File: src/rtl/reg_cmd_master.sv
// Register command initiator: queues read/write requests in an in-order FIFO,
// drives one command per cycle on the register bus, and returns read data on a response channel.
module reg_cmd_master #(
  parameter int ADDR_W     = 8,
  parameter int DATA_W     = 32,
  parameter int FIFO_DEPTH = 4
) (
  input  logic                               clk_i,
  input  logic                               rstn_i,
  input  logic                               req_valid_i,
  output logic                               req_ready_o,
  input  logic                               req_write_i,
  input  logic [ADDR_W-1:0]                  req_addr_i,
  input  logic [DATA_W-1:0]                  req_data_i,
  output logic                               rsp_valid_o,
  input  logic                               rsp_ready_i,
  output logic [DATA_W-1:0]                  rsp_data_o,
  output logic [1:0]                         cmd_o,
  output logic [ADDR_W-1:0]                  cmd_addr_o,
  output logic [DATA_W-1:0]                  cmd_data_o,
  input  logic [DATA_W-1:0]                  cmd_data_i,
  output logic                               busy_o,
  output logic [$clog2(FIFO_DEPTH+1)-1:0]    fifo_cnt_o
);

  localparam int PTR_W = $clog2(FIFO_DEPTH);
  localparam int CNT_W = $clog2(FIFO_DEPTH + 1);
  localparam logic [CNT_W-1:0] FULL_CNT = CNT_W'(FIFO_DEPTH);

  localparam logic [1:0] CMD_IDLE  = 2'b00;
  localparam logic [1:0] CMD_READ  = 2'b01;
  localparam logic [1:0] CMD_WRITE = 2'b10;

  typedef enum logic [2:0] {
    S_IDLE,
    S_WR,
    S_RD,
    S_CAP,
    S_RSP
  } state_t;

  state_t state, state_nxt;

  logic [FIFO_DEPTH-1:0] fifo_write_q;
  logic [ADDR_W-1:0]     fifo_addr_q [FIFO_DEPTH];
  logic [DATA_W-1:0]     fifo_data_q [FIFO_DEPTH];
  logic [PTR_W-1:0]      wr_ptr;
  logic [PTR_W-1:0]      rd_ptr;
  logic [CNT_W-1:0]      count;

  logic              push;
  logic              pop;
  logic              fifo_empty;
  logic              capture;
  logic [1:0]        cmd_nxt;
  logic [ADDR_W-1:0] addr_nxt;
  logic [DATA_W-1:0] data_nxt;

  assign req_ready_o = (count != FULL_CNT);
  assign fifo_empty  = (count == '0);
  assign push        = req_valid_i && req_ready_o;
  assign fifo_cnt_o  = count;
  assign busy_o      = !fifo_empty || (state != S_IDLE);
  assign rsp_valid_o = (state == S_RSP);

  // Storage needs no reset: occupancy is tracked by the pointers and count.
  always_ff @(posedge clk_i) begin
    if (push) begin
      fifo_write_q[wr_ptr] <= req_write_i;
      fifo_addr_q[wr_ptr]  <= req_addr_i;
      fifo_data_q[wr_ptr]  <= req_data_i;
    end
  end

  always_ff @(posedge clk_i) begin
    if (!rstn_i) begin
      wr_ptr <= '0;
      rd_ptr <= '0;
      count  <= '0;
    end else begin
      if (push) wr_ptr <= wr_ptr + PTR_W'(1);
      if (pop)  rd_ptr <= rd_ptr + PTR_W'(1);
      case ({push, pop})
        2'b10:   count <= count + CNT_W'(1);
        2'b01:   count <= count - CNT_W'(1);
        default: count <= count;
      endcase
    end
  end

  // A WRITE may chain straight into the next pop; a READ blocks until its response is taken.
  always_comb begin
    state_nxt = state;
    pop       = 1'b0;
    capture   = 1'b0;
    cmd_nxt   = CMD_IDLE;
    addr_nxt  = '0;
    data_nxt  = '0;
    case (state)
      S_IDLE, S_WR: begin
        if (!fifo_empty) begin
          pop       = 1'b1;
          state_nxt = fifo_write_q[rd_ptr] ? S_WR : S_RD;
          cmd_nxt   = fifo_write_q[rd_ptr] ? CMD_WRITE : CMD_READ;
          addr_nxt  = fifo_addr_q[rd_ptr];
          data_nxt  = fifo_write_q[rd_ptr] ? fifo_data_q[rd_ptr] : '0;
        end else begin
          state_nxt = S_IDLE;
        end
      end
      S_RD:  state_nxt = S_CAP;
      S_CAP: begin
        capture   = 1'b1;
        state_nxt = S_RSP;
      end
      S_RSP: begin
        if (rsp_ready_i) state_nxt = S_IDLE;
      end
      default: state_nxt = S_IDLE;
    endcase
  end

  always_ff @(posedge clk_i) begin
    if (!rstn_i) begin
      state      <= S_IDLE;
      cmd_o      <= CMD_IDLE;
      cmd_addr_o <= '0;
      cmd_data_o <= '0;
      rsp_data_o <= '0;
    end else begin
      state      <= state_nxt;
      cmd_o      <= cmd_nxt;
      cmd_addr_o <= addr_nxt;
      cmd_data_o <= data_nxt;
      if (capture) rsp_data_o <= cmd_data_i;
    end
  end

endmodule

File: config.mk
export PLATFORM = sky130hd
export DESIGN_NAME = reg_cmd_master
export DESIGN_NICKNAME = d
export VERILOG_FILES = /design/src/rtl/reg_cmd_master.sv
export SDC_FILE = /design/constraint.sdc
export NUM_CORES = 1
export LEC_CHECK = 0
export CAP_MARGIN = 20
export CORE_MARGIN = 1
export CORE_UTILIZATION = 40
export CTS_BUF_LIST = sky130_fd_sc_hd__clkbuf_4 sky130_fd_sc_hd__clkbuf_8
export DETAILED_ROUTE_END_ITERATION = 7
export GPL_TIMING_DRIVEN = 0
export MAX_ROUTING_LAYER = met4
export PLACE_DENSITY = 0.69
export SYNTH_ARGS = -nofsm -noshare
export SYNTH_HDL_FRONTEND = slang
export SYNTH_SLANG_ARGS = --single-unit
File: constraint.sdc
create_clock -name clk_i -period 3.2 [get_ports clk_i]
set_clock_uncertainty 0.1 [all_clocks]
set_input_delay 0.32 -clock clk_i [delete_from_list [all_inputs] [get_ports clk_i]]
set_output_delay 0.32 -clock clk_i [all_outputs]
set_load 0.03 [all_outputs]
* Word level (Yosys, flattened, before mapping)
Memories as Yosys holds them, arrays and structs flattened. A register that Yosys moved wholly into a read port is not among the register bits.
Cells that the tools add are included.
** Word-level totals
- Word-level logic and storage cells :: 54
- Bits in writable memories :: 160
- Input bits :: 77
- Register bits after elaboration :: 48
- Memories :: 2
- Output and inout port bits :: 80
** Cells by class
- $add $sub $neg :: 4
- Order comparisons :: 3
- Multiplexer cells :: 16
- Bitwise logic cells :: 3
- Eq/ne operators :: 8
- Reduce and logical (&&, ||, !) cells :: 11
** Memories
- fifo_data_q :: depth 4, bits a word 32, rd ports 1, clocked after memory_dff 1, write ports 1, RTL line 46 : logic [DATA_W-1:0] fifo_data_q [FIFO_DEPTH];
- fifo_addr_q :: depth 4, bits a word 8, rd ports 1, clocked after memory_dff 1, write ports 1, RTL line 45 : logic [ADDR_W-1:0] fifo_addr_q [FIFO_DEPTH];
** Operator list (count)
- 3-bit case mux with 4 select lines :: 1
- 1-bit two-way mux :: 7
- 3-bit by 2-bit equality test with 1-bit output, second input constant :: 2
- 3-bit logical NOT :: 2
- 2-bit by 3-bit < comparator with 1-bit output, second input constant :: 2
- 2-bit two-way mux :: 3
- 3-bit case mux with 2 select lines :: 1
- 2-bit by 1-bit adder with 2-bit output, second input constant :: 2
- 4-bit bitwise mux :: 1
- 4-bit OR reduction :: 1
- 3-bit by 1-bit adder with 3-bit output, second input constant :: 1
- 3-bit by 1-bit equality test with 1-bit output, second input constant :: 1
- 3-bit equality test, second input constant :: 1
- 3-bit two-way mux :: 1
- 3-bit inequality test, second input constant :: 1
- 1-bit inverter :: 3
- 3-bit nonzero test :: 1
- 3-bit OR reduction :: 1
- 3-bit by 1-bit subtractor with 3-bit output, second input constant :: 1
- 1-bit binary-select mux with 2-bit select :: 1
- 1-bit demux with 2-bit select :: 1
- 2-bit by 1-bit equality test with 1-bit output, second input constant :: 1
- 2-bit equality test, second input constant :: 1
- 2-bit by 1-bit >= comparator with 1-bit output, second input constant :: 1
- 6 further kinds :: 7

* Longest topological paths before layout
- Depth after elaboration :: 5
- Gate-level depth with buffers :: 9

* Worst setup path after synthesis
No wires, ideal clock.
- Kind :: register to register
- From :: reg count[2], in the netlist fifo_cnt_o[2]
- To :: reg count[2], in the netlist fifo_cnt_o[2]
- Arrival time :: 2.444 ns
- Setup slack :: 0.586 ns
- Cell stages (with the launch flop) :: 10
- Setup time :: 0.070 ns
- Data required time :: 3.030 ns
- Clock period less this slack :: 2.614 ns
- Cells stage by stage :: dfxtp_1 -> or3b_2 -> buf_2 -> nand2_1 -> ha_1 -> inv_1 -> fa_1 -> xor2_1 -> or3_1 -> a21oi_1
** RTL lines
- start: declaration :: RTL line 49 : logic [CNT_W-1:0] count;
- start signal: assignment :: RTL line 84 : 2'b10: count <= count + CNT_W'(1);
- start signal: assignment :: RTL line 85 : 2'b01: count <= count - CNT_W'(1);
- start signal: assignment :: RTL line 86 : default: count <= count;
- 3-bit inequality test * :: RTL line 59 : assign req_ready_o = (count != FULL_CNT);
- net req_ready_o :: RTL line 11 : output logic req_ready_o,
- 1-bit logical AND * :: RTL line 61 : assign push = req_valid_i && req_ready_o;
- 2-bit by 1-bit equality test with 1-bit output or 2-bit equality test (tied branches) :: RTL line 83 : case ({push, pop})
- 3-bit case mux with 2 select lines or 2-bit nonzero test (tied branches)
The timed path passes the listed nets; every way through them passes the cells marked *.
A chain may end at the register's enable or synchronous reset.

* Worst setup path after layout
- From :: reg count[2], in the netlist fifo_cnt_o[2]
- To :: out req_ready_o
** Between the ends
- Cells in the longest elaborated chain, start to end :: 1
** RTL lines (RTL line)
- 3-bit inequality test :: 59
- end: declaration :: 11
No other way between the ends.

==> results.py <==
metrics = {
    "synthesis": {
        "ys_seq_area_share_pct": 75.9,
        "ys.flop_type": "edfxtp_1",
        "ys_seq_elements": 248,
        "synth_top_area_share_pct": 56.6,
        "synth_warnings": 0,
        "async_flop_share_pct": 0,
        "syn_inst": 509,
        "syn_nets": 592,
        "synthTopCellsByArea": "edfxtp_1, dfxtp_1, mux4_2, nor2b_1, nand2_1",
        "synth_area_mm2": 0.00871,
        "synth_largest_area_cell": "edfxtp_1",
        "syn-mean-instance-area_um2": 17.1,
        "yosysUniqueCellTypes": 32,
        "synth_edf_count": 164,
    },
    "sta": {
        "worstMarginPinSlew_ns": 0.682,
        "rsz0062_at_grt": "false",
        "slew_viol_final": 0,
        "slew_headroom_pct": 54.5,
        "fin_crit_sh_pct": 81.0,
        "finalSetupViolations": 0,
        "fin_crit_ns": 2.59,
        "timing.setup.tns_ns": 0,
        "finalHoldViolCount": 0,
        "setup_ws_ns": 0.608,
        "fmax_mhz": 386,
    },
    "clock_network": {
        "cts_buffers": 41,
        "clk_latency_ns": 0.52,
        "cts_tree": "built",
        "cts_resized": 0,
        "cts.sinks": 248,
        "cts-root-buf": "clkbuf_8",
        "h-tree-depth": 2,
        "path_clk_slew_ns": 0.06,
        "postCtsHoldBufs": 0,
        "clockBufferDepth": 3,
        "cts_setup_buffers": 0,
    },
    "worst_hold_path": {
        "hp-class": "primary input to register",
        "worst_hold_startpoint": "req_valid_i",
        "hold_depth": 3,
        "whs_endpoint": "wr_ptr[0]$_SDFFE_PN0P_",
    },
    "drt": {
        "ant_nets": 0,
        "avgViaCountPerCell": 4.77,
        "wirelength_mm": 17.8,
        "wire_per_inst_um": 17.5,
        "num_vias": 4852,
        "drc_errors": 0,
        "dr.pass1.iters": 4,
        "drtIter0Drc": 188,
    },
    "worst_setup_path": {
        "cp-startpoint": "fifo_cnt_o[2]$_SDFFE_PN0P_",
        "path_cells": "or3b_2 -> buf_2 -> clkdlybuf4s50_1",
        "cp-start-kind": "register",
        "worstSetupEndpointType": "output pin",
        "crit_family": "buffers and inverters",
        "ff2ff_setup_slack_ns": 0.61,
        "worstReg2RegStart": "fifo_cnt_o[2]$_SDFFE_PN0P_",
        "critPathSlowestCell": "clkdlybuf4s50_1",
        "r2r-end": "fifo_cnt_o[2]$_SDFFE_PN0P_",
        "slowest_delay_ns": 0.60,
        "cp.depth": 3,
        "criticalPathCategory": "register to output pin",
        "worst-path-max-fanout": 10,
        "reg2reg_depth": 9,
        "critical_path_required_ns": 2.78,
        "arrival_ns": 2.17,
        "worst-path-buf-inv": 2,
    },
    "power_and_ir_drop": {
        "finalPower_w": 0.00884,
        "power_density_mw_per_mm2": 765,
        "leakage_nw": 3.87,
        "ir_worst_vdd_v": 0.000396,
    },
    "finish": {
        "final_cell_count_no_fill": 1018,
        "fin_nets": 794,
        "final_common_cell": "edfxtp_1",
        "drive_gt1_share_pct": 18.3,
        "area_delta_synth_final_pct": 32.6,
        "n_antenna_cell": 0,
        "design_area_mm2": 0.0116,
        "mostFrequentLayoutCells": "edfxtp_1, clkdlybuf4s50_1, dfxtp_1",
    },
    "global_route": {
        "grt_max_degree": 26,
        "grt_pass1_vias": 5218,
        "grt_pass1_wl_mm": 27.6,
        "grt_overflow_total": 0,
        "track_usage_pct": 16.9,
        "antenna_found_initial": 0,
    },
    "run": {
        "max_cap_violations": 0,
    },
    "placement": {
        "pre_cts_ws_ns": 0.651,
        "gp_congestion": 0.766,
        "dp_cells": 943,
        "io_buffers": 155,
        "post-dp-hpwl_mm": 11.6,
        "place_area_mm2": 0.0107,
    },
    "floorplanning": {
        "core_mm2": 0.0212,
        "die_area_mm2": 0.0224,
        "fp.dieW_um": 150,
        "fp-row-count": 53,
        "die_h_um": 150,
        "start_util_pct": 41.2,
        "io_pins": 157,
    },
    "status": {
        "status": "completed",
    },
}
==> layer usage <==
layer  vias to the layer above  global-route usage, %  routed length, µm
li1                       2290                      -                  -
met3                        28                   4.24               1100
met1                      2367                   19.5               7370
met4                         0                   5.82                329
met2                       167                   28.6               9030
met5                         -                      -                  0
==> worst min-delay path: cells and delay by family <==
family	cells	cell delay (ns)
buf+inv	1	0.17
compound gates	1	0.06
simple gates	1	0.12
==> cell usage after synthesis, types with 4 or more instances <==
cell / n
nand3_1: 4
nand2_1: 66
edfxtp_1: 164
clkbuf_1: 12
dfxtp_1: 84
and3_1: 4
nor2b_1: 40
inv_1: 7
ha_1: 5
a21oi_1: 38
buf_2: 9
nand2b_1: 4
nor2_1: 5
mux4_2: 41
==> area by class of cell <==
| type | instances | area (µm²) |
|---|---|---|
| multi-input combinational | 228 | 1950 |
| clock inverter | 5 | 23.8 |
| tap | 275 | 344 |
| inverter | 7 | 26.3 |
| clock buffer | 70 | 838 |
| timing repair buffer | 159 | 1630 |
| fill | 1675 | 9600 |
| buffer | 26 | 135 |
| sequential | 248 | 6610 |
==> power by group <==
group          internal [W]  leakage, nW  total [W]  switching [W]
registers           0.00379         2.19    0.00392       0.000123
logic              0.000977         1.22    0.00213        0.00115
clock network       0.00164        0.460    0.00279        0.00115
total               0.00641         3.87    0.00884        0.00243
==> cells by family (layout without fill, tap and decap cells) <==
| logic type | count (synthesis) | count (layout) | share of synthesized area (%) |
|---|---|---|---|
| simple gates | 134 | 134 | 7.79 |
| fa+ha+maj | 6 | 6 | 0.948 |
| buf+inv | 33 | 267 | 1.85 |
| compound gates | 44 | 44 | 2.63 |
| mux | 42 | 42 | 10.7 |
| flops | 248 | 248 | 75.9 |
| xor+xnor | 2 | 2 | 0.201 |
==> how the worst max path moves through the flow <==
stage,slack (ns),end
6_report,0.61,req_ready_o
5_1_grt,0.49,fifo_cnt_o[2]$_SDFFE_PN0P_
4_1_cts,0.59,req_ready_o
3_5_place_dp,0.65,fifo_cnt_o[2]$_SDFFE_PN0P_
3_3_place_gp,0.02,fifo_data_q[2][20]$_DFFE_PP_
2_1_floorplan,0.59,fifo_cnt_o[2]$_SDFFE_PN0P_
==> metrics by stage <==
| step | hold slack, ns | util [%] |
|---|---|---|
| after detailed placement | 0.348 | 50.5 |
| after global routing | 0.0842 | 54.6 |
| final | 0.101 | 54.6 |
| after floorplan | 0.319 | - |
| after CTS | 0.0655 | 54.6 |
| after global placement | 0.342 | 50.1 |
==> state kept, by name, indices dropped and copies added, names as in the netlist, 3 cells and up <==
register      flops
fifo_data_q     128
fifo_cnt_o        3
fifo_addr_q      32
state             3
cmd_addr_o        8
fifo_write_q      4
cmd_data_o       32
rsp_data_o       32
Note: power is estimated with default switching activity, not from simulation.
